==> config.mk <==
export PLATFORM = sky130hd
export DESIGN_NAME = muldiv_unit_flat
export DESIGN_NICKNAME = d
export VERILOG_FILES = /design/src/rtl/riscv_pkg.sv /design/src/rtl/muldiv_unit_if.sv /design/src/rtl/muldiv_unit.sv /design/src/flat_wrapper.sv
export SDC_FILE = /design/constraint.sdc
export NUM_CORES = 1
export LEC_CHECK = 0
export CORE_MARGIN = 3
export CORE_UTILIZATION = 45
export DETAILED_ROUTE_END_ITERATION = 6
export PLACE_DENSITY = 0.74
export SLEW_MARGIN = 10
export SYNTH_ARGS = -nofsm -noshare
export SYNTH_HDL_FRONTEND = slang
export SYNTH_SLANG_ARGS = --single-unit
==> constraint.sdc <==
create_clock -name clock -period 4.8 [get_ports clock]
set_clock_uncertainty 0.05 [all_clocks]
set_input_delay 0.48 -clock clock [delete_from_list [all_inputs] [get_ports clock]]
set_output_delay 0.48 -clock clock [all_outputs]
set_load 0.05 [all_outputs]
==> src/rtl/riscv_pkg.sv <==
// riscv_pkg: shared RV32M types and widths for the multiply/divide unit
package riscv_pkg;
  localparam int XLEN = 32;
  localparam int CNT_W = 5;
  typedef enum logic [2:0] {
    OP_MUL    = 3'b000,
    OP_MULH   = 3'b001,
    OP_MULHSU = 3'b010,
    OP_MULHU  = 3'b011,
    OP_DIV    = 3'b100,
    OP_DIVU   = 3'b101,
    OP_REM    = 3'b110,
    OP_REMU   = 3'b111
  } muldiv_op_e;
  typedef enum logic [1:0] {IDLE, CALC, DONE} muldiv_state_e;
endpackage

==> src/rtl/muldiv_unit_if.sv <==
// muldiv_unit_if: request and write-back signals between core and muldiv unit
interface muldiv_unit_if;
  import riscv_pkg::*;
  logic start;
  logic [2:0] funct3;
  logic [XLEN-1:0] rs1_data;
  logic [XLEN-1:0] rs2_data;
  logic [4:0] rd_in;
  logic busy;
  logic wb_valid;
  logic [4:0] wb_rd;
  logic [XLEN-1:0] wb_data;
  modport master(output start, funct3, rs1_data, rs2_data, rd_in, input busy, wb_valid, wb_rd, wb_data);
  modport slave(input start, funct3, rs1_data, rs2_data, rd_in, output busy, wb_valid, wb_rd, wb_data);
endinterface

==> src/rtl/muldiv_unit.sv <==
// muldiv_unit: iterative RV32M multiply/divide, one bit per cycle, shared datapath
module muldiv_unit
  import riscv_pkg::*;
(
  input logic clock,
  input logic reset_n,
  muldiv_unit_if.slave bus
);
  muldiv_state_e state, state_nx;
  muldiv_op_e op, f;
  logic [4:0] rd;
  logic neg, accept, a_sgn, b_sgn, dz, ovf, special;
  logic [CNT_W-1:0] cnt;
  logic [63:0] acc, acc_nx, v64, s64;
  logic [XLEN-1:0] sreg, res, wb_data, a_mag, b_mag, spec_res;
  logic [32:0] t;
  logic [33:0] alu;
  assign f = muldiv_op_e'(bus.funct3);
  assign accept = bus.start && state == IDLE;
  assign a_sgn = !(f == OP_MULHU || f == OP_DIVU || f == OP_REMU) && bus.rs1_data[XLEN-1];
  assign b_sgn = (f == OP_MUL || f == OP_MULH || f == OP_DIV || f == OP_REM) && bus.rs2_data[XLEN-1];
  assign a_mag = a_sgn ? -bus.rs1_data : bus.rs1_data;
  assign b_mag = b_sgn ? -bus.rs2_data : bus.rs2_data;
  assign dz = f[2] && bus.rs2_data == '0;
  assign ovf = (f == OP_DIV || f == OP_REM) && bus.rs1_data == 32'h8000_0000 && bus.rs2_data == '1;
  assign special = dz || ovf;
  assign spec_res = dz ? (f[1] ? bus.rs1_data : '1) : (f[1] ? '0 : 32'h8000_0000);
  always_comb begin
    state_nx = state == IDLE ? (accept ? (special ? DONE : CALC) : IDLE)
             : state == CALC ? (&cnt ? DONE : CALC) : IDLE;
  end
  always_ff @(posedge clock or negedge reset_n)
    if (!reset_n) state <= IDLE;
    else state <= state_nx;
  // Multiply shifts right adding into the high half; divide shifts left through a restoring subtract.
  always_comb begin
    t = {acc[63:32], acc[31]};
    alu = op[2] ? {1'b0, t} - {2'b0, sreg} : {2'b0, acc[63:32]} + {2'b0, sreg};
    acc_nx = op[2] ? (alu[33] ? {t[31:0], acc[30:0], 1'b0} : {alu[31:0], acc[30:0], 1'b1})
           : (acc[0] ? {alu[32:0], acc[31:1]} : {1'b0, acc[63:1]});
    v64 = op[2] ? {32'b0, op[1] ? acc_nx[63:32] : acc_nx[31:0]} : acc_nx;
    s64 = neg ? -v64 : v64;
    res = (op[2] || op == OP_MUL) ? s64[31:0] : s64[63:32];
  end
  always_ff @(posedge clock or negedge reset_n)
    if (!reset_n) begin
      op <= OP_MUL;
      rd <= '0;
      neg <= 1'b0;
      cnt <= '0;
      acc <= '0;
      sreg <= '0;
      wb_data <= '0;
    end else if (accept) begin
      op <= f;
      rd <= bus.rd_in;
      cnt <= '0;
      neg <= f == OP_REM ? a_sgn : a_sgn ^ b_sgn;
      acc <= {32'b0, f[2] ? a_mag : b_mag};
      sreg <= f[2] ? b_mag : a_mag;
      if (special) wb_data <= spec_res;
    end else if (state == CALC) begin
      acc <= acc_nx;
      cnt <= cnt + 1'b1;
      if (&cnt) wb_data <= res;
    end
  assign bus.busy = state != IDLE;
  assign bus.wb_valid = state == DONE && rd != '0;
  assign bus.wb_rd = rd;
  assign bus.wb_data = wb_data;
endmodule

==> src/flat_wrapper.sv <==
// flat-port wrapper written by rule: the top's interface ports become plain ports
module muldiv_unit_flat import riscv_pkg::*;
  (clock, reset_n, bus_start, bus_funct3, bus_rs1_data, bus_rs2_data, bus_rd_in, bus_busy, bus_wb_valid, bus_wb_rd, bus_wb_data);
  muldiv_unit_if bus_i ();
  input logic clock;
  input logic reset_n;
  input wire logic [$bits(bus_i.start)-1:0] bus_start;
  input wire logic [$bits(bus_i.funct3)-1:0] bus_funct3;
  input wire logic [$bits(bus_i.rs1_data)-1:0] bus_rs1_data;
  input wire logic [$bits(bus_i.rs2_data)-1:0] bus_rs2_data;
  input wire logic [$bits(bus_i.rd_in)-1:0] bus_rd_in;
  output wire logic [$bits(bus_i.busy)-1:0] bus_busy;
  output wire logic [$bits(bus_i.wb_valid)-1:0] bus_wb_valid;
  output wire logic [$bits(bus_i.wb_rd)-1:0] bus_wb_rd;
  output wire logic [$bits(bus_i.wb_data)-1:0] bus_wb_data;
  assign bus_i.start = bus_start;
  assign bus_i.funct3 = bus_funct3;
  assign bus_i.rs1_data = bus_rs1_data;
  assign bus_i.rs2_data = bus_rs2_data;
  assign bus_i.rd_in = bus_rd_in;
  assign bus_busy = bus_i.busy;
  assign bus_wb_valid = bus_i.wb_valid;
  assign bus_wb_rd = bus_i.wb_rd;
  assign bus_wb_data = bus_i.wb_data;
  muldiv_unit u_core (.clock(clock), .reset_n(reset_n), .bus(bus_i));
endmodule
==> metrics.md <==
| Metric | Value |
|---|---|
| Per-instance average area after synthesis | 7.276 um^2 |
| Input/output buffers | 113 |
| Final routed DRC violation total | 0 |
| Clock buffers created by TritonCTS | 17 |
| Clock input transition at the sequential cells of the worst setup and hold paths | 70 ps |
| Layout overhead on the synthesized area | 20.37% |
| CTS tree | yes |
| Setup-failing EPs final | 0 |
| Share of Yosys cell area claimed by the top area cell type | 21.79% |
| Total via count after detailed routing | 19674 |
| DRT Wirelength | 78.94 mm |
| Routability cong. | 1.062 |
| Number of antenna violations at the first check in global routing | 9 |
| Number of buffers on the longest clock path | 2 |
| Type of origin of the critical path | flop |
| Highest attainable clock frequency | 214.0 MHz |
| Critical R2R Capture | u_core.bus.wb_data[30] |
| Horiz. Die Dim | 197.7 um |
| Total standard cell area after synthesis | roughly 0.017 mm^2 |
| CP arrival | 4920 ps |
| Hold Violations, Final | 0 |
| Most numerous cell in the Yosys netlist | nand2_1 |
| Nets | 2589 |
| Chip Height | between 150 and 200 um |
| Number of warnings issued by yosys | 0 |
| Number of routed nets with antenna violations | 0 |
| Final Cycle Share | 97.36% |
| Layout cells sized above 1 | a little over an eighth |
| Slew Limit Headroom | 18.39% |
| Global-route wire length before repair | ~120 mm |
| Cell type with the highest aggregate area in the netlist | dfrtp_1 |
| Number of iterations in the first detailed-routing pass | 6 |
| Worst min path class | in -> async |
| Top_reg_cell synth | dfrtp_1 |
| Data required time at the worst endpoint | about 5100 ps |
| Post-synth top cells | nand2_1 (322), o21ai_0 (219), a21oi_1 (196) |
| Number of different library cells in the post-synthesis netlist | 106 |
| Hold Worst Slack | 5.099 ps |
| Top-Level Pins | 114 |
| Final routed wire length divided by cell count | 27.03 um |
| H-tree Lvls | 4 |
| Floorplan row count | 69 |
| Maximum number of pins on one net before global-route repair | 105 |
| Register-to-Register Setup Slack | 130 ps |
| Buffer cell driving the clock tree root | clkbuf_16 |
| Worst skew pair latency | approximately 470 ps |
| Area of the die | about 0.039 mm^2 |
| Shortest clock period the worst path allows after layout | 4673 ps |
| Number of slew-limit violations in the final report | 0 |
| Crit end category | flop |
| # clock sinks | 144 |
| Max-cap viol count | 0 |
| Initial core utilization | between 40% and 50% |
| Tightest Pin Transition | ~1200 ps |
| Worst Reg2Reg Path Length in Cells | 15 |
| Critical path class | reg -> reg |
| Flops & latches, synth | 144 |
| Post-detailed-placement half-perimeter wirelength | 62.85 mm |
| Outcome | complete, no violations |
| Total GRT Usage | 39.52% |
| Number of synthesized flops with an enable pin | 0 |
| Floorplan core area | 0.03591 mm^2 |
| Highest net fanout along the worst path | 11 |
| Number of design-rule violations left by the first detailed-router iteration | 2737 |
| Final global-route overflow total | 0 |
| Number of global-route vias before repair | 18280 |
| Worst reg2reg path startpoint | u_core.sreg[10] |
| Syn Inst Count | around 2300 |
| Cells taking the most area after synthesis | dfrtp_1 (22%), nand2_1 (7.3%), o21ai_0 (6.6%) |
| Share of async-settable or async-resettable flops after synthesis | 100.0% |
| Sequential cell area fraction in the yosys report | 21.79% |
| Syn_nets | 2420 |
| Via density per instance | roughly 6.7 |
[registers in the layout, summed over array words and instances (netlist names)]
signal / count
u_core.acc: 64
u_core.bus.wb_data: 32
u_core.sreg: 32
u_core.bus.wb_rd: 5
u_core.cnt: 5
u_core.op: 3
u_core.state: 2
u_core.neg: 1
[routing by layer]
metal | track usage, % | vias to the layer above | share of wire [%]
li1 | - | 8807 | -
met1 | 52.22 | 9272 | 40
met2 | 59.56 | 1340 | 43
met3 | 8.491 | 251 | 11
met4 | 23.28 | 4 | 6.9
met5 | 0 | - | 0.030
[worst max path at each step]
| stage | start | endpoint | slack [ps] | cells after the start |
|---|---|---|---|---|
| after global placement | u_core.acc[32] | u_core.bus.wb_data[31] | 60 | 16 |
| after floorplan | u_core.acc[32] | u_core.bus.wb_data[15] | 640 | 15 |
| final | u_core.sreg[10] | u_core.bus.wb_data[30] | 130 | 15 |
| after CTS | u_core.acc[32] | u_core.bus.wb_data[28] | 20 | 15 |
| after detailed placement | u_core.acc[32] | u_core.bus.wb_data[27] | -80 | 15 |
| after global routing | u_core.sreg[11] | u_core.bus.wb_data[4] | -10 | 21 |
[cell usage in the layout, fill, tap and decap left out, types with 29 or more instances in the layout]
cell type,n
buf_4,183
nor3_1,53
nor2_1,177
mux2i_1,49
xor2_1,52
a31oi_1,34
clkdlybuf4s50_1,111
dfrtp_1,141
o211ai_1,38
inv_1,67
o21ai_0,216
xnor2_1,75
nand4_1,39
nand3_1,71
o31ai_1,29
o221ai_1,32
a21oi_1,195
nand2_1,320
ha_1,66
[layout make-up]
class	instances	area [um^2]
Clock buffer	17	425.4
Multi-Input combinational cell	1910	12270
Clock inverter	15	186.4
Antenna cell	5	12.51
Timing Repair Buffer	300	2572
Tap cell	461	576.8
Sequential cell	144	3610
Inverter	69	259.0
Fill cell	3493	16010
[critical path, cell delays in order (launching register included)]
cell      delay (ps)
dfrtp_2          430
inv_1             60
ha_1             390
nand4_1          210
nor3_4           320
o211ai_4         170
a211o_4          420
nand2_4          190
mux2_2           400
o32ai_4          330
nand4_1          240
buf_4            220
or4_4            490
o31ai_4          270
xor2_1           170
o221ai_1         130
[cells by family (layout without fill, tap and decap cells)]
group | count (synthesis) | count (layout) | share of synthesized area, %
simple gates | 845 | 845 | 24.56
buf+inv | 219 | 401 | 5.243
compound gates | 805 | 805 | 32.36
flops | 144 | 144 | 21.79
mux | 61 | 61 | 3.783
fa+ha+maj | 72 | 72 | 5.538
other cells | 0 | 5 | 0
xor+xnor | 127 | 127 | 6.726
[metrics by stage]
stage | setup TNS, ps | worst slack (ps) | cells | instance area, um^2 | utilization (%)
final | 0 | 126.9 | 2921 | 19910 | 55.43
after global routing | -9.651 | -9.651 | 2916 | 19900 | 55.40
after CTS | 0 | 17.37 | 2913 | 19710 | 54.87
after detailed placement | -110.1 | -79.59 | 2881 | 19080 | 53.13
after global placement | 0 | 55.71 | 2881 | 19080 | 53.13
after floorplan | 0 | 641.3 | 2273 | 16540 | -
[what timing repair did]
item,4_1_cts,5_1_grt
hold buffers,0,0
gates resized for setup,2,34
buffers inserted,0,3
endpoints found under the setup margin,3,32
pin swaps,0,8
Power is left out: the tool's default activity adds up to more than one toggle a clock period on the data nets, which glitch-free logic cannot reach.
